**src/rtl/haraka_s_sequencer.sv**
```systemverilog
// Haraka-S sequencer: loads a 512-bit block into the permutation core, recirculates it for
// ROUNDS*ROUND_LAT clocks, then emits the feed-forward truncated 256-bit digest.
// Optional HARAKA_SEQ_PERF_EN adds the saturating hash_cnt digest counter output.
module haraka_s_sequencer #(
    parameter int unsigned ROUNDS    = 5,
    parameter int unsigned ROUND_LAT = 2,
    parameter int unsigned CNT_W     = 8
) (
    input  logic         clk,
    input  logic         rst_n,
    input  logic         in_valid,
    output logic         in_ready,
    input  logic [511:0] in_data,
    output logic [511:0] core_in,
    output logic         core_sel,
    input  logic [511:0] core_out,
    output logic         out_valid,
    input  logic         out_ready,
    output logic [255:0] out_data,
`ifdef HARAKA_SEQ_PERF_EN
    output logic [31:0]  hash_cnt,
`endif
    output logic         busy
);

    localparam int unsigned TOTAL = ROUNDS * ROUND_LAT;
    localparam logic [CNT_W-1:0] CNT_LAST = CNT_W'(TOTAL - 1);

    generate
        if (ROUNDS < 1 || ROUND_LAT < 1 || 64'(TOTAL) >= (64'd1 << CNT_W)) begin : g_bad_cfg
            $error("haraka_s_sequencer: ROUNDS*ROUND_LAT must be >=1 and fit in CNT_W bits");
        end
    endgenerate

    localparam logic [2:0] S_IDLE = 3'd0;
    localparam logic [2:0] S_LOAD = 3'd1;
    localparam logic [2:0] S_RUN  = 3'd2;
    localparam logic [2:0] S_CAPT = 3'd3;
    localparam logic [2:0] S_DONE = 3'd4;

    logic [2:0]       state;
    logic [CNT_W-1:0] cnt;
    logic [511:0]     msg_q;
    logic [511:0]     ff;
    logic             unused_ff;

    assign ff        = core_out ^ msg_q;
    assign unused_ff = ^{ff[447:384], ff[319:256], ff[191:128], ff[63:0]};

    assign in_ready  = (state == S_IDLE);
    assign busy      = (state == S_LOAD) || (state == S_RUN);
    assign core_sel  = (state == S_RUN);
    assign out_valid = (state == S_DONE);
    assign core_in   = msg_q;

    always_ff @(posedge clk or negedge rst_n) begin
        if (!rst_n) begin
            state    <= S_IDLE;
            cnt      <= '0;
            msg_q    <= '0;
            out_data <= '0;
        end else begin
            case (state)
                S_IDLE: begin
                    if (in_valid) begin
                        msg_q <= in_data;
                        state <= S_LOAD;
                    end
                end
                S_LOAD: begin
                    cnt   <= CNT_W'(1);
                    state <= S_RUN;
                end
                S_RUN: begin
                    cnt <= cnt + CNT_W'(1);
                    // >= rather than == so a single-clock schedule (TOTAL==1) still exits
                    if (cnt >= CNT_LAST) begin
                        state <= S_CAPT;
                    end
                end
                S_CAPT: begin
                    cnt      <= '0;
                    out_data <= {ff[511:448], ff[383:320], ff[255:192], ff[127:64]};
                    state    <= S_DONE;
                end
                S_DONE: begin
                    if (out_ready) begin
                        state <= S_IDLE;
                    end
                end
                default: state <= S_IDLE;
            endcase
        end
    end

`ifdef HARAKA_SEQ_PERF_EN
    logic [31:0] hash_cnt_q;

    always_ff @(posedge clk or negedge rst_n) begin
        if (!rst_n) begin
            hash_cnt_q <= '0;
        end else if (out_valid && out_ready && (hash_cnt_q != '1)) begin
            hash_cnt_q <= hash_cnt_q + 32'd1;
        end
    end

    assign hash_cnt = hash_cnt_q;
`endif

endmodule

```
**config.mk**
```make
export PLATFORM = sky130hd
export DESIGN_NAME = haraka_s_sequencer
export DESIGN_NICKNAME = d
export VERILOG_FILES = /design/src/rtl/haraka_s_sequencer.sv
export SDC_FILE = /design/constraint.sdc
export NUM_CORES = 1
export LEC_CHECK = 0
export CAP_MARGIN = 20
export CORE_AREA = 2 2 696 698
export CTS_CLUSTER_SIZE = 25
export DETAILED_ROUTE_END_ITERATION = 16
export DIE_AREA = 0 0 698 700
export GPL_ROUTABILITY_DRIVEN = 0
export GPL_TIMING_DRIVEN = 0
export HOLD_SLACK_MARGIN = 0.06
export PLACE_DENSITY = 0.3
export SLEW_MARGIN = 20
export SYNTH_ARGS = -nofsm -noshare
export SYNTH_HDL_FRONTEND = slang
export SYNTH_SLANG_ARGS = --single-unit
```
**constraint.sdc**
```tcl
create_clock -name clk -period 1.6 [get_ports clk]
set_input_delay 0.24 -clock clk [delete_from_list [all_inputs] [get_ports clk]]
set_output_delay 0.24 -clock clk [all_outputs]
set_load 0.1 [all_outputs]
```
==> out/summary.txt, run 1 <==
Fin. Hold Viols -> 280
Sequential share of the synthesized area -> 0.5914
Crit share post-route -> 1.376
Pin count of the biggest net entering global routing -> 123
Vias in the first global route -> 31378
Total wire length -> 322100 um
Fraction of registers with async set/reset -> 1.000
Die X -> 698 um
Layout area overhead -> 137.0%
H-tree depth -> 3
Slew margin rel. -> 0.06949
Gr usage total -> 0.1237
Number of synthesized flops with an enable pin -> 0
Max-slew violations -> 0
Layout cells sized above 1 -> 0.5343
Cells after DPL -> 10215
DR vias/cell -> 2.603
Crit path arrival time -> 1960 ps
# DRC -> 0
Post-CTS Hold Fix Bufs -> 571
Area of the core -> 481100 um2
M1 WL -> 134600 um
Syn_nets -> 3265
Failing checks -> negative hold slack, negative setup slack
WL/cell -> 28.14 um
Ys Warns -> 0
Worst path required time -> 1360 ps
WS Path Type -> reg2out
Final std cells w/o fill -> 11447
Global-route wire length before repair -> 385900 um
Met2 Routed Length -> 140600 um
Post-synth top area share -> 0.5914
Die Y -> 700 um
Clk sink count -> 779
Ys flop type -> dfrtp_1
Post-detail-place hpwl -> 260700 um
Ranking of synthesized cells by area -> dfrtp_1 (59%), mux2_4 (18%), xnor2_1 (6.8%)
Met3 routed WL -> 36480 um
Slew @ Worst Pin -> 1386 ps
Reg-to-reg slack, setup -> -590 ps
Starting Density -> 0.06851
Final setup margin -> -601.7 ps
Worst r2r src -> state[0]
Routed Antenna Nets -> 0
I/O Buffers -> 1543
Cell count after synthesis -> 2234
Register Area -> 19870 um2
Syn Area/Cell -> 14.76 um2
Top Layer Used -> met5
RR Endpoint -> core_in[194]
Mapped cell area -> 32960 um2
Footprint of the multi-input gates -> 14140 um2
Grt total ovfl -> 0
Final setup viols -> 1543
Status -> complete, but fails checks
F_max -> 0.4542 GHz
Worst-Skew Late Latency -> 910 ps
Peak fanout along the critical path -> 6
Yosys cell types -> 35
Filler instances -> 53436
Pre-antenna DRT Iters -> 4
Vias post-DR -> 29798
Initial antenna violation count -> 132
RSZ-0062 raised after global routing -> true
Clock-pin slew on the worst setup and hold paths -> 60 ps
Num CTS Buffers -> 119
Ports -> 1800
Critical Path End Type -> output pin
Yosys top cell by area -> dfrtp_1
Rows -> 255
Clock skew -> 89.38 ps
Place WS -> -1838 ps
Initial DRC Count -> 1139
R2R depth -> 9
Worst hold margin -> -745.0 ps
Max Cap Violations -> 0
HP Class -> in2async
FF+latch count, synth -> 779
Nets -> 5923
Clock root buffer -> clkbuf_16
CTS tree -> built
Fin crit period -> 2202 ps
CP Launch Type -> flop
Die ar. -> 488600 um2
CTS max path bufs -> 4
[layout make-up]
class / instances / area share
well taps: 6425 / 0.1029
plain buffers: 112 / 0.02526
flip-flops and latches: 779 / 0.2544
diodes: 40 / 0.001281
repair buffers: 2542 / 0.3839
clock buffers: 168 / 0.04458
inverters: 7 / 0.0003844
multi-input cells: 1331 / 0.1810
clock inverters: 43 / 0.006295
[timing repair]
action / in CTS / in global routing
pin swaps: 55 / 158
endpoints found under the hold margin: 851 / 280
cloned: 21 / 31
gates resized for setup: 2557 / 3277
setup buffers: 81 / 296
setup endpoints to repair: 1663 / 1741
[critical path, stage by stage (launching register included)]
cell and delay (ps):
dfrtp_1 370, buf_6 140, or2_4 270, nor2_4 150, buf_12 190
[per-layer routing]
layer,track usage,up-vias
met1,0.1504,15055
met2,0.1933,1229
li1,-,13043
met4,0.02628,76
met3,0.06445,395
met5,0,-
[cell usage in the layout (no fill, tap or decap), types with 4 or more instances in the layout]
cell / count
o21ai_2: 121
clkbuf_1: 20
mux2_4: 482
nand2_4: 118
dfrtp_4: 12
clkbuf_2: 8
clkbuf_8: 34
mux2_2: 29
diode_2: 40
buf_6: 18
nand2_2: 110
dfrtp_2: 266
nor2_1: 4
clkinv_2: 18
dlygate4sd3_1: 571
xnor2_1: 245
clkdlybuf4s50_1: 770
nand3_1: 5
o21ai_1: 116
dfrtp_1: 501
inv_6: 9
buf_8: 26
clkbuf_16: 153
buf_4: 327
buf_16: 38
clkdlybuf4s15_2: 236
o21ai_0: 24
buf_2: 100
inv_1: 6
bufinv_16: 7
xnor2_2: 11
clkbuf_4: 5
nand2_1: 34
clkinvlp_4: 6
buf_12: 515
[kinds of logic (layout without fill, tap and decap cells)]
family	after synthesis	count (layout)	share of synthesized area
compound gates	273	273	0.04232
xor+xnor	257	257	0.06828
fa+ha+maj	3	3	0.001139
buf+inv	124	2872	0.04213
flops	779	779	0.5914
mux	512	512	0.2205
other cells	0	40	0
simple gates	286	286	0.03431
[stage by stage]
stage | util | instance area, um2 | setup TNS, ps
2_1_floorplan | - | 32990 | -406700
3_3_place_gp | 0.1174 | 56480 | -
3_5_place_dp | 0.1164 | 56010 | -1219450
4_1_cts | 0.1441 | 69340 | -925850
5_1_grt | 0.1622 | 78050 | -689570
6_report | 0.1624 | 78120 | -573610
[registers in the layout (all words and copies together), names as in the netlist]
register	flops
state	3
core_in	512
cnt	8
out_data	256
[Yosys cell counts (all sizes together), types with 2 or more instances]
cell type	count
o21ai	261
ha	3
nand4	2
xnor2	257
buf	89
dfrtp	779
clkbuf	28
or4	3
o31ai	2
a21oi	3
nand2	262
inv	7
nand3	5
mux2	512
o211ai	2
nor2	7
[worst max path at each step]
stage,startpoint,endpoint
6_report,state[0],core_sel
5_1_grt,state[1],core_sel
4_1_cts,state[1],busy
3_5_place_dp,state[0],out_data[123]
3_3_place_gp,rst_n,out_data[29]
2_1_floorplan,state[0],core_in[100]
Power of run 1 is not shown: default switching activity piles up to over one toggle a cycle in this logic, so the estimate is an artifact.
==> inputs of run 2 (changes only) <==
--- a/config.mk
+++ b/config.mk
@@ -6,10 +6,10 @@
 export NUM_CORES = 1
 export LEC_CHECK = 0
 export CAP_MARGIN = 20
-export CORE_AREA = 2 2 696 698
+export CORE_AREA = 2 2 704 706
 export CTS_CLUSTER_SIZE = 25
 export DETAILED_ROUTE_END_ITERATION = 16
-export DIE_AREA = 0 0 698 700
+export DIE_AREA = 0 0 706 708
 export GPL_ROUTABILITY_DRIVEN = 0
 export GPL_TIMING_DRIVEN = 0
 export HOLD_SLACK_MARGIN = 0.06
==> constraint.sdc (replaced) <==
create_clock -name clk -period 2.7 [get_ports clk]
set_input_delay 0.405 -clock clk [delete_from_list [all_inputs] [get_ports clk]]
set_output_delay 0.405 -clock clk [all_outputs]
set_load 0.1 [all_outputs]
==> run 2 against run 1 <==
  * The flow now finishes without violations
  * Worst hold slack better by 920 ps
  * Critical path depth down 3
  * Register-to-register slack improved by 900 ps
  * Utilization decreased by 3.4 points
  * Routed wire length fell by 6.5%
  * Clock skew down 34 ps
  * First-iteration DRC count fell by 11%
  * Count of clock-buffer cells in the layout shrank 3
  * Sequential share of layout area rose by 5.3 points
  * Critical endpoint is now core_in[93]
==> out/summary.txt, run 2 (same netlist as run 1, synthesis figures left out) <==
Status -> completed
Vias in the first global route -> 29551 (-5.8%)
Pre-antenna DRT Iters -> 4 (unchanged)
Worst-Skew Late Latency -> 900 ps (about the same)
Crit path arrival time -> 2240 ps (+280 ps)
Fin crit period -> 2646 ps
Cell area after layout -> 63430 um2 (-19%)
Top Family by Delay on Critical Path -> flip-flops
Commonest cells after routing, fill and taps aside -> clkdlybuf4s50_1 (772), dfrtp_1 (767), mux2_4 (400)
Die X -> 706 um (+1.1%)
Max FFs per register -> 512 (unchanged)
CP Cell Sequence -> clkdlybuf4s18_2
Num CTS Buffers -> 119 (unchanged)
Starting Density -> 0.06696 (-0.001552)
RSZ-0062 raised after global routing -> false
Clock root buffer -> clkbuf_16
Rows -> 258 (+1.2%)
Final setup viols -> 0 (-100%)
Global-route wire length before repair -> 370400 um (-4.0%)
WS Path Type -> reg2out
Commonest non-fill, non-tap cell in the layout -> clkdlybuf4s50_1
HP Class -> in2reg
Slew margin rel. -> 0.2324 (+0.1629)
Max Cap Violations -> 0 (unchanged)
Critical Path End Type -> output pin
Nets -> 5287 (-11%)
F_max -> 0.3779 GHz
CTS tree -> built
Die Y -> 708 um (+1.1%)
CTS max path bufs -> 4 (unchanged)
DP Area -> 55990 um2 (about the same)
Slew @ Worst Pin -> 1156 ps (-229.8 ps)
Setup_tns -> 0 ps (+573610 ps)
Gr usage total -> 0.1167 (-0.007041)
Die ar. -> 499800 um2 (+2.3%)
Crit share post-route -> 0.9801
Routed Antenna Nets -> 0 (unchanged)
Layout cells sized above 1 -> 0.2737 (-0.2606)
I/O Buffers -> 1543 (unchanged)
Fin. Hold Viols -> 0 (-100%)
WL/cell -> 27.65 um (-1.7%)
Post-detail-place hpwl -> 262000 um (+0.48%)
Ports -> 1800 (unchanged)
Area of the core -> 492300 um2 (+2.3%)
# DRC -> 0 (unchanged)
Pin count of the biggest net entering global routing -> 119 (-3.3%)
Vias post-DR -> 26956 (-9.5%)
Clock-pin slew on the worst setup and hold paths -> 60 ps (about the same)
Grt total ovfl -> 0 (unchanged)
H-tree depth -> 3 (unchanged)
WP buf/inv -> 1 (-1)
Slowest CP cell -> dfrtp_1
Worst path required time -> 2300 ps (+940 ps)
Peak fanout along the critical path -> 3 (-3)
Clk sink count -> 779 (unchanged)
CP Launch Type -> flop
Max-slew violations -> 0 (unchanged)
Clock skew -> 55.80 ps (-33.58 ps)
Total wire length -> 301200 um (-6.5%)
Layout area overhead -> 92.42%
DR vias/cell -> 2.475 (-4.9%)
CP max stage delay -> 700 ps (+330 ps)
Initial antenna violation count -> 147 (+11%)
Initial DRC Count -> 1014 (-11%)
## run 2: metrics by stage
| stage | hold slack (ps) | utilization | worst slack [ps] | cells |
|---|---|---|---|---|
| floorplan | 109.4 | - | 144.6 | 2234 |
| global placement | 469.1 | 0.1149 | -41900 | 10277 |
| detailed placement | 344.1 | 0.1137 | -736.2 | 10289 |
| CTS | 60.30 | 0.1286 | -64.90 | 10849 |
| global route | 90.81 | 0.1287 | 0.6251 | 10864 |
| finish | 178.0 | 0.1288 | 53.83 | 10892 |
## run 2: repair_timing
| action | 4_1_cts | 5_1_grt |
|---|---|---|
| pin swaps | 0 | 1 |
| hold endpoints to repair | 623 | 0 |
| endpoints found under the setup margin | 833 | 7 |
| buffers inserted | 2 | 0 |
| hold buffers | 345 | 0 |
| resized for setup | 1145 | 7 |
## run 2: final timing paths
check / cells after the start / from / slack (ps) / endpoint
max: 1 / core_in[93] / 50 / core_in[93]
max reg2reg: 6 / state[2] / 310 / out_data[114]
min reg2reg: 2 / out_data[142] / 470 / out_data[142]
min in group asynchronous: 3 / rst_n / 220 / core_in[58]
max in group asynchronous: 5 / rst_n / 490 / core_in[128]
min: 2 / in_data[510] / 180 / core_in[510]
## run 2: layout make-up
class	count	area, um2
inverters	7	26.28
repair buffers	1902	18110
plain buffers	116	1378
clock inverters	48	510.5
well taps	6500	8133
multi-input cells	1331	12200
fillers	55633	428900
clock buffers	165	3451
flip-flops and latches	779	19510
diodes	44	110.1
## run 2: worst register-to-register path, stage by stage, from the launching register on
cell      delay [ps]
dfrtp_1          460
nand3b_4         290
buf_4            230
clkbuf_2         180
buf_12           160
clkbuf_1         740
o21ai_1          180
## run 2: per-layer routing
| metal | up-vias | global-route usage | part of all wire |
|---|---|---|---|
| li1 | 11760 | - | - |
| met1 | 13586 | 0.1358 | 0.40 |
| met2 | 1193 | 0.1852 | 0.45 |
| met3 | 341 | 0.06734 | 0.13 |
| met4 | 76 | 0.02381 | 0.022 |
| met5 | - | 0 | 0.0016 |
Power of run 2 is left out for the same reason.
